`src/rtl/session_link.sv`:
```
// session_link: bidirectional framed word transport between session endpoints A and B.
// Each direction has a TX FIFO feeding a byte serializer. A deserializer at the far end
// rebuilds the word and presents it under a valid/busy handshake.

// ---------------------------------------------------------------------------
// Transmit side: word FIFO plus header/payload serializer.
//
// state  | meaning
// IDLE   | no frame in progress; waits for a word and a free far receiver
// HDR    | driving header byte {seq, cmd}
// PAY    | driving payload bytes, MSB first, cnt counts down to the last byte
// ---------------------------------------------------------------------------
module session_link_tx #(
    parameter int DATA_W = 16,
    parameter int DEPTH  = 16
) (
    input  logic                     clk,
    input  logic                     reset,
    input  logic [1:0]               cmd,
    input  logic [DATA_W-1:0]        data,
    input  logic                     valid,
    output logic                     busy,
    output logic [$clog2(DEPTH):0]   level,
    input  logic                     far_free,
    output logic [7:0]               link_byte,
    output logic                     link_valid
);
    localparam int AW = $clog2(DEPTH);
    localparam int N  = DATA_W / 8;
    localparam int CW = (N > 1) ? $clog2(N) : 1;

    typedef enum logic [1:0] {S_IDLE, S_HDR, S_PAY} tx_state_t;

    logic [DATA_W+1:0] mem [DEPTH];
    logic [AW-1:0]     wr_ptr;
    logic [AW-1:0]     rd_ptr;
    logic [AW:0]       count;
    logic              push;
    logic              pop;

    tx_state_t         state;
    tx_state_t         state_next;
    logic [5:0]        seq;
    logic [1:0]        cmd_q;
    logic [DATA_W-1:0] shift_q;
    logic [CW-1:0]     cnt;

    assign busy  = (count == (AW+1)'(DEPTH));
    assign level = count;
    assign push  = valid && !busy;
    assign pop   = (state == S_IDLE) && (count != '0) && far_free;

    // FIFO storage; contents are don't-care until written, so no reset
    always_ff @(posedge clk) begin
        if (push) begin
            mem[wr_ptr] <= {cmd, data};
        end
    end

    // FIFO pointers and occupancy; simultaneous push and pop keep the count
    always_ff @(posedge clk) begin
        if (!reset) begin
            wr_ptr <= '0;
            rd_ptr <= '0;
            count  <= '0;
        end else begin
            if (push) begin
                wr_ptr <= wr_ptr + 1'b1;
            end
            if (pop) begin
                rd_ptr <= rd_ptr + 1'b1;
            end
            case ({push, pop})
                2'b10:   count <= count + 1'b1;
                2'b01:   count <= count - 1'b1;
                default: count <= count;
            endcase
        end
    end

    // Serializer state register
    always_ff @(posedge clk) begin
        if (!reset) begin
            state <= S_IDLE;
        end else begin
            state <= state_next;
        end
    end

    // Serializer next-state decode
    always_comb begin
        state_next = state;
        case (state)
            S_IDLE:  if (pop) state_next = S_HDR;
            S_HDR:   state_next = S_PAY;
            S_PAY:   if (cnt == '0) state_next = S_IDLE;
            default: state_next = S_IDLE;
        endcase
    end

    // Serializer link outputs; the link is all-zero whenever no frame is on it
    always_comb begin
        link_valid = 1'b0;
        link_byte  = 8'h00;
        case (state)
            S_HDR: begin
                link_valid = 1'b1;
                link_byte  = {seq, cmd_q};
            end
            S_PAY: begin
                link_valid = 1'b1;
                link_byte  = shift_q[DATA_W-1 -: 8];
            end
            default: begin
                link_valid = 1'b0;
                link_byte  = 8'h00;
            end
        endcase
    end

    // Serializer datapath: capture head word, shift payload, advance sequence number
    always_ff @(posedge clk) begin
        if (!reset) begin
            seq     <= '0;
            cmd_q   <= '0;
            shift_q <= '0;
            cnt     <= '0;
        end else begin
            if (pop) begin
                {cmd_q, shift_q} <= mem[rd_ptr];
            end
            if (state == S_HDR) begin
                cnt <= CW'(N - 1);
            end
            if (state == S_PAY) begin
                shift_q <= shift_q << 8;
                cnt     <= cnt - 1'b1;
                if (cnt == '0) begin
                    seq <= seq + 1'b1;
                end
            end
        end
    end
endmodule

// ---------------------------------------------------------------------------
// Receive side: frame deserializer plus held output register.
//
// state    | meaning
// WAIT_HDR | next link byte is a header carrying {seq, cmd}
// COLLECT  | shifting payload bytes in, cnt counts down to the last byte
// ---------------------------------------------------------------------------
module session_link_rx #(
    parameter int DATA_W = 16
) (
    input  logic              clk,
    input  logic              reset,
    input  logic [7:0]        link_byte,
    input  logic              link_valid,
    input  logic              busy,
    output logic [1:0]        cmd,
    output logic [DATA_W-1:0] data,
    output logic [5:0]        seq,
    output logic              valid
);
    localparam int N  = DATA_W / 8;
    localparam int CW = (N > 1) ? $clog2(N) : 1;

    typedef enum logic {D_WAIT_HDR, D_COLLECT} rx_state_t;

    rx_state_t         state;
    rx_state_t         state_next;
    logic [1:0]        hdr_cmd;
    logic [5:0]        hdr_seq;
    logic [DATA_W-1:0] asm_q;
    logic [DATA_W-1:0] asm_next;
    logic [CW-1:0]     cnt;
    logic              load;

    assign asm_next = (asm_q << 8) | DATA_W'(link_byte);

    // Deserializer state register
    always_ff @(posedge clk) begin
        if (!reset) begin
            state <= D_WAIT_HDR;
        end else begin
            state <= state_next;
        end
    end

    // Deserializer next-state decode
    always_comb begin
        state_next = state;
        case (state)
            D_WAIT_HDR: if (link_valid) state_next = D_COLLECT;
            D_COLLECT:  if (link_valid && cnt == '0) state_next = D_WAIT_HDR;
            default:    state_next = D_WAIT_HDR;
        endcase
    end

    // Deserializer output decode: strobe when the final payload byte arrives
    always_comb begin
        load = 1'b0;
        case (state)
            D_COLLECT: load = link_valid && (cnt == '0);
            default:   load = 1'b0;
        endcase
    end

    // Header capture, payload assembly and output register with valid/busy handoff.
    // The far serializer only starts a frame once this register is free, so load
    // and a pending word never collide.
    always_ff @(posedge clk) begin
        if (!reset) begin
            hdr_cmd <= '0;
            hdr_seq <= '0;
            asm_q   <= '0;
            cnt     <= '0;
            cmd     <= '0;
            data    <= '0;
            seq     <= '0;
            valid   <= 1'b0;
        end else begin
            if (state == D_WAIT_HDR && link_valid) begin
                hdr_cmd <= link_byte[1:0];
                hdr_seq <= link_byte[7:2];
                cnt     <= CW'(N - 1);
            end
            if (state == D_COLLECT && link_valid) begin
                asm_q <= asm_next;
                cnt   <= cnt - 1'b1;
            end
            if (load) begin
                cmd   <= hdr_cmd;
                seq   <= hdr_seq;
                data  <= asm_next;
                valid <= 1'b1;
            end else if (valid && !busy) begin
                valid <= 1'b0;
            end
        end
    end
endmodule

// ---------------------------------------------------------------------------
// Top: two transmit/receive pairs, cross-wired normally or self-looped.
// ---------------------------------------------------------------------------
module session_link #(
    parameter int DATA_W   = 16,
    parameter int DEPTH    = 16,
    parameter int LOOPBACK = 0
) (
    input  logic                     clk,
    input  logic                     reset,
    input  logic [1:0]               a_cmd,
    input  logic [DATA_W-1:0]        a_data,
    input  logic                     a_valid,
    output logic                     a_busy,
    output logic [$clog2(DEPTH):0]   a_level,
    input  logic [1:0]               b_cmd,
    input  logic [DATA_W-1:0]        b_data,
    input  logic                     b_valid,
    output logic                     b_busy,
    output logic [$clog2(DEPTH):0]   b_level,
    output logic [1:0]               a_rx_cmd,
    output logic [DATA_W-1:0]        a_rx_data,
    output logic [5:0]               a_rx_seq,
    output logic                     a_rx_valid,
    input  logic                     a_rx_busy,
    output logic [1:0]               b_rx_cmd,
    output logic [DATA_W-1:0]        b_rx_data,
    output logic [5:0]               b_rx_seq,
    output logic                     b_rx_valid,
    input  logic                     b_rx_busy,
    output logic [7:0]               link_ab_byte,
    output logic                     link_ab_valid,
    output logic [7:0]               link_ba_byte,
    output logic                     link_ba_valid
);
    logic       a_rx_free;
    logic       b_rx_free;
    logic       tx_a_far_free;
    logic       tx_b_far_free;
    logic [7:0] rx_a_byte;
    logic       rx_a_link_valid;
    logic [7:0] rx_b_byte;
    logic       rx_b_link_valid;

    // A receiver counts as free on the edge that hands its word off, which lets
    // back-to-back frames run at one per N+2 cycles.
    assign a_rx_free = !a_rx_valid || !a_rx_busy;
    assign b_rx_free = !b_rx_valid || !b_rx_busy;

    if (LOOPBACK != 0) begin : g_loop
        assign rx_a_byte       = link_ab_byte;
        assign rx_a_link_valid = link_ab_valid;
        assign rx_b_byte       = link_ba_byte;
        assign rx_b_link_valid = link_ba_valid;
        assign tx_a_far_free   = a_rx_free;
        assign tx_b_far_free   = b_rx_free;
    end else begin : g_cross
        assign rx_a_byte       = link_ba_byte;
        assign rx_a_link_valid = link_ba_valid;
        assign rx_b_byte       = link_ab_byte;
        assign rx_b_link_valid = link_ab_valid;
        assign tx_a_far_free   = b_rx_free;
        assign tx_b_far_free   = a_rx_free;
    end

    session_link_tx #(.DATA_W(DATA_W), .DEPTH(DEPTH)) u_tx_a (
        .clk        (clk),
        .reset      (reset),
        .cmd        (a_cmd),
        .data       (a_data),
        .valid      (a_valid),
        .busy       (a_busy),
        .level      (a_level),
        .far_free   (tx_a_far_free),
        .link_byte  (link_ab_byte),
        .link_valid (link_ab_valid)
    );

    session_link_tx #(.DATA_W(DATA_W), .DEPTH(DEPTH)) u_tx_b (
        .clk        (clk),
        .reset      (reset),
        .cmd        (b_cmd),
        .data       (b_data),
        .valid      (b_valid),
        .busy       (b_busy),
        .level      (b_level),
        .far_free   (tx_b_far_free),
        .link_byte  (link_ba_byte),
        .link_valid (link_ba_valid)
    );

    session_link_rx #(.DATA_W(DATA_W)) u_rx_a (
        .clk        (clk),
        .reset      (reset),
        .link_byte  (rx_a_byte),
        .link_valid (rx_a_link_valid),
        .busy       (a_rx_busy),
        .cmd        (a_rx_cmd),
        .data       (a_rx_data),
        .seq        (a_rx_seq),
        .valid      (a_rx_valid)
    );

    session_link_rx #(.DATA_W(DATA_W)) u_rx_b (
        .clk        (clk),
        .reset      (reset),
        .link_byte  (rx_b_byte),
        .link_valid (rx_b_link_valid),
        .busy       (b_rx_busy),
        .cmd        (b_rx_cmd),
        .data       (b_rx_data),
        .seq        (b_rx_seq),
        .valid      (b_rx_valid)
    );
endmodule
```
`config.mk`:
```
export PLATFORM = sky130hd
export DESIGN_NAME = session_link
export DESIGN_NICKNAME = d
export VERILOG_FILES = /design/src/rtl/session_link.sv
export SDC_FILE = /design/constraint.sdc
export NUM_CORES = 1
export LEC_CHECK = 0
export ABC_AREA = 0
export CAP_MARGIN = 20
export CORE_ASPECT_RATIO = 0.8
export CORE_MARGIN = 2
export CORE_UTILIZATION = 55
export DETAILED_ROUTE_END_ITERATION = 16
export PLACE_DENSITY_LB_ADDON = 0.1
export SLEW_MARGIN = 40
export SYNTH_ARGS = -nofsm -noshare
export SYNTH_HDL_FRONTEND = slang
export SYNTH_HIERARCHICAL = 1
export SYNTH_SLANG_ARGS = --single-unit
```
`constraint.sdc`:
```
create_clock -name clk -period 3.45 [get_ports clk]
set_input_delay 0.345 -clock clk [delete_from_list [all_inputs] [get_ports clk]]
set_output_delay 0.345 -clock clk [all_outputs]
set_load 0.02 [all_outputs]
```
# Yosys cells after proc, flatten, opt, wreduce, memory -nomap -nowiden
# Memories as Yosys holds them, arrays and structs flattened. A register that Yosys moved wholly into a read port is not among the register bits.
# Index checks and enable logic that the tools add are counted.
# totals
ff_bits,166
latch_bits,0
ram_bits,576
rom_bits,0
in_bits,42
out_inout_bits,80
word_cells,163
memories,2
# classes
n_addsub,14
n_mul,0
n_div,0
order_cmp,0
eq_ne,14
n_shift,0
muxes,44
n_bitwise,9
reduce_logical,44
# memory_table
memory,depth,word_bits,read_ports,rd_ports_with_merged_regs,write_ports,line_no,text
u_tx_a.mem,16,18,1,1,1,34,logic [DATA_W+1:0] mem [DEPTH];
u_tx_b.mem,16,18,1,1,1,34,
# op_table
operator,n
$mux 16,4
$or 16x8->16,2
$pmux 8 s2,2
$mux 1,24
$pmux 5 s2,2
$reduce_bool 2->1,10
$add 4x1->4 const B,4
$mux 4,4
$logic_and 1x1->1,14
$add 6x1->6 const B,2
$pmux 2 s3,2
$add 5x1->5 const B,2
$eq 5x5->1 const B,2
$reduce_bool 5->1,2
$sub 5x1->5 const B,2
$eq 2x1->1 const B,4
$eq 2x2->1 const B,4
$mux 2,4
$reduce_and 2->1,4
$reduce_or 2->1,4
$not 1->1,7
$logic_not 1->1,6
$logic_not 2->1,2
$ne 2x1->1 const B,2
4 further kinds,10

# Logic depth before layout (Yosys ltp)
# depth
depth_word,6
ltp_mapped,13
ltp_nobuf,12

# Modules after synthesis
# Netlist, hierarchy kept.
# by_module_without_submodules
module,instances,cells_each,area_each_um2,seq_area_each_um2
session_link_tx,2,683,12909.9,9529.1
session_link_rx,2,188,1736.7,860.8
session_link,1,2,7.5,0.0

# Worst setup path before layout
# Ideal clock, no wire load.
# synth_path
kind,flip-flop to flip-flop
startpoint,"reg u_tx_a.count[2], in the netlist u_tx_a/level[2]"
endpoint,mem u_tx_a/mem[3][0] in the netlist's numbering (enable)
setup_time_ps,416
t_arrival_ps,2647
required_ps,3034
slack_ps,387
stages_incl_launch_ff,6
n_path_buf,1
period_less_slack_ps,3063
path_cell_list,dfxtp_1 buf_2 nor4_1 a21boi_1 nand2_1 nor3_1
# synth_between
elab_chain_cells,5
# synth_lines
item,line_no,text
from (decl),37,logic [AW:0] count;
from (signal assigned),74,2'b10: count <= count + 1'b1;
from (signal assigned),75,2'b01: count <= count - 1'b1;
from (signal assigned),76,default: count <= count;
$eq 5x5->1,48,assign busy = (count == (AW+1)'(DEPTH));
$logic_not 1->1,50,assign push = valid && !busy;
$logic_and 1x1->1,50,
$mux 1,55,if (push) begin
$mux 1 (implied by the code),56,"mem[wr_ptr] <= {cmd, data};"
to (decl),34,
# No other way between the ends.

# Worst setup path in the final report
# layout_path
startpoint,reg u_tx_a.state[0]
endpoint,out link_ab_byte[1]
# layout_between
elab_chain_cells,2
elab_cells_between_ends,3
cone_classes,eq/ne: 2; mux: 1
# layout_lines
item,line_no,text
from (decl),41,tx_state_t state;
from (signal assigned),86,state <= state_next;
$eq 2x2->1 / $eq 2x1->1 (equally long branches),105,case (state)
$pmux 8 s2 (*),105,
to (decl),275,"output logic [7:0] link_ab_byte,"
# Every way passes the cells marked *; elsewhere a longest branch is shown, timed or not.

==> out/metrics.cfg <==
[outcome]
outcome = finished, final reports clean

[clock_network]
clockBufferDepth = 3
postCtsHoldBufs = 0
cts_num_sinks = 750
cts_resized = 0
clk_latency_ps = 610
cts_root_buffer = clkbuf_16
cts_made_buffers = 74
path_clk_slew_ps = 60
htreeDepth = 3
cts_tree = built
post_cts_buffers = 0

[yosys]
synth-compound-area-share_pct = 7.42
syn-num-nets = 1816
synth-edff-count = 576
synth_xor_area_share_pct = 0.837
seq_area_frac_synth_pct = 70.9
synth_cells = 1744
synth.distinct_cells = 46
synth_area_mm2 = 0.0293
avgSynthCellArea_um2 = 16.8
ys.flop_type = edfxtp_1
synthAdderAreaFrac_pct = 1.28
synthMuxAreaShare_pct = 11.4
synth-seq-cells = 750
yosys.area_share.simple_pct = 6.02
async_flop_share_pct = 0
yosysWarnings = 6
synth_top_family_by_area = multiplexers

[critical_path]
path_max_fanout = 18
reg2regPathDepth = 11
worst_setup_path_end_kind = output pin
cp.arrival_ps = 2870
critPathLaunchType = flop
worstSetupPathType = flop to output pin
cp.required_ps = 3110

[detailed_routing]
num_vias = 16100
viasPerCell = 6.05
first_pass_iters = 5
drt_iter0_markers = 1388
ant_nets = 0
totalWireLength_mm = 63.8
avgRoutedWirePerCell_um = 24.0
drc_errors = 0

[placed_design]
io_buffer_count = 121
place_inst = 2523
place_ws_ps = 546
dp_hpwl_mm = 37.1
place.gp.congestion = 0.770

[power_and_ir_drop]
power_frac_seq_pct = 46.5
clkPwrFrac_pct = 33.5
switching_share_pct = 27.5
power.switching_mw = 6.29
internal_power_mw = 16.5
p_leak_nw = 10.8
p_total_mw = 22.8
power_density_mw_per_mm2 = 673
peakVddDrop_mv = 0.332
combPwrFrac_pct = 19.9

[die]
die_area_mm2 = 0.0551
die_w_um = 262
rows = 75
core_area_mm2 = 0.0526
die_y_um = 210
io-pin-count = 122
start_util_pct = 55.8

[cells_and_area]
final_util_pct = 64.6
final_common_cell = edfxtp_1
syn2layout_area_growth_pct = 15.8
layout-drive-gt1-share_pct = 22.1
final_cell_mix = 576 x edfxtp_1, 170 x dfxtp_1, 146 x nand2_1
fin_nets = 1978
final_cells = 2658

[grt]
grt_max_degree = 118
track_usage_pct = 23.6
antenna_found_initial = 2
grt_pass1_vias = 15500
overflow = 0
grt_pass1_wl_mm = 96.1

[timing]
fin_skew_ps = 17.1
slew-limit-headroom_pct = 44.7
fmax_ghz = 0.311
slew_violations = 0
rsz0062_at_grt = false
worst-slew-pin-transition_ps = 829
tns_ps = 0
setup_viol = 0
worst_slack_ps = 234
min_period_ps = 3220
post-route-period-util_pct = 93.2
finalHoldViolations = 0

[run]
drv_cap = 0

[min_path]
min_path_type = input pin to flop
holdPathStages = 3

## state kept, by name, summed over array words and instances (netlist names), 6 cells and up, named ones only
signal and cells:
u_rx_a/asm_q 8, u_rx_a/data 16, u_rx_a/hdr_seq 6, u_rx_a/seq 6, u_rx_b/asm_q 8, u_rx_b/data 16
u_rx_b/hdr_seq 6, u_rx_b/seq 6, u_tx_a/mem 288, u_tx_a/seq 6, u_tx_a/shift_q 16, u_tx_b/mem 288
u_tx_b/seq 6, u_tx_b/shift_q 16
## Yosys cell counts, types with 14 or more instances
cell type / instances / area share [%]
nand3_1: 28 / 0.48
and2_1: 30 / 0.64
ha_1: 30 / 1.3
clkbuf_1: 42 / 0.54
mux4_2: 144 / 11
buf_1: 14 / 0.18
buf_2: 30 / 0.51
dfxtp_1: 174 / 12
a31o_2: 16 / 0.48
nor2_1: 32 / 0.41
nand2b_1: 14 / 0.30
a22oi_1: 92 / 2.4
nand2_1: 146 / 1.9
xnor2_1: 20 / 0.60
a21oi_1: 76 / 1.3
o21ai_2: 36 / 1.1
nor2b_1: 38 / 0.81
nand3_2: 22 / 0.75
a21boi_1: 34 / 0.87
edfxtp_1: 576 / 59
o21ai_0: 26 / 0.44
## layer usage
layer	part of all wire [%]	vias to the layer above	global-route usage [%]
met5	0.025	-	0
met4	2.0	2	6.06
met3	8.7	96	5.65
met2	45	602	34.4
met1	45	8241	36.2
li1	-	7139	-
## area by class of cell
type                       count  area (um^2)
sequential                   750        20800
fill                        3716        18600
multi-input combinational    872         8000
clock buffer                 104         2030
timing repair buffer         194         1940
tap                          693          867
clock inverter                30          254
inverter                      14         52.6
antenna                        1         2.50
## critical path, cell delays in order (launching register included)
cell             delay [ps]
dfxtp_1                 380
inv_1                   100
ha_1                    590
nor2b_1                 480
clkdlybuf4s50_1         710
## power by group through the flow
stage	Clock [mW]	Combinational, mW	Sequential, mW
final	7.66	4.55	10.6
after global routing	8.17	4.95	10.7
after CTS	7.81	4.57	10.6
after detailed placement	0	4.54	10.8
after global placement	0	4.49	10.8
after floorplan	0	3.37	10.6
## cell families (layout without fill, tap and decap cells)
group,count (synthesis),in the layout
xor gates and xnor gates,28,28
other,0,1
DFF,750,750
AOI/OAI and AO/OA,316,316
and+or+nand+nor,344,344
muxes,154,154
adders and majority gates,30,30
buffers and inverters,122,342
## final timing paths
kind                                      from                      endpoint  slack, ps
setup / recovery  u_tx_a/state[0]$_SDFFE_PN0P_               link_ab_byte[1]        230
hold / removal                           reset   u_rx_b/data[5]$_SDFFE_PN0P_        100
setup reg to reg  u_tx_a/level[1]$_SDFFE_PN0P_  u_tx_a/level[4]$_SDFFE_PN0P_        560
hold reg to reg     u_rx_a/cmd[1]$_SDFFE_PN0P_    u_rx_a/cmd[1]$_SDFFE_PN0P_        450
## per-stage QoR
| stage | cell area (um^2) | hold slack [ps] |
|---|---|---|
| 3_3_place_gp | 31600 | 439 |
| 4_1_cts | 33900 | 71.1 |
| 6_report | 33900 | 96.1 |
| 3_5_place_dp | 31600 | 445 |
| 2_1_floorplan | 29300 | 429 |
| 5_1_grt | 33900 | 88.5 |
Power figures use the tool's default switching activity.
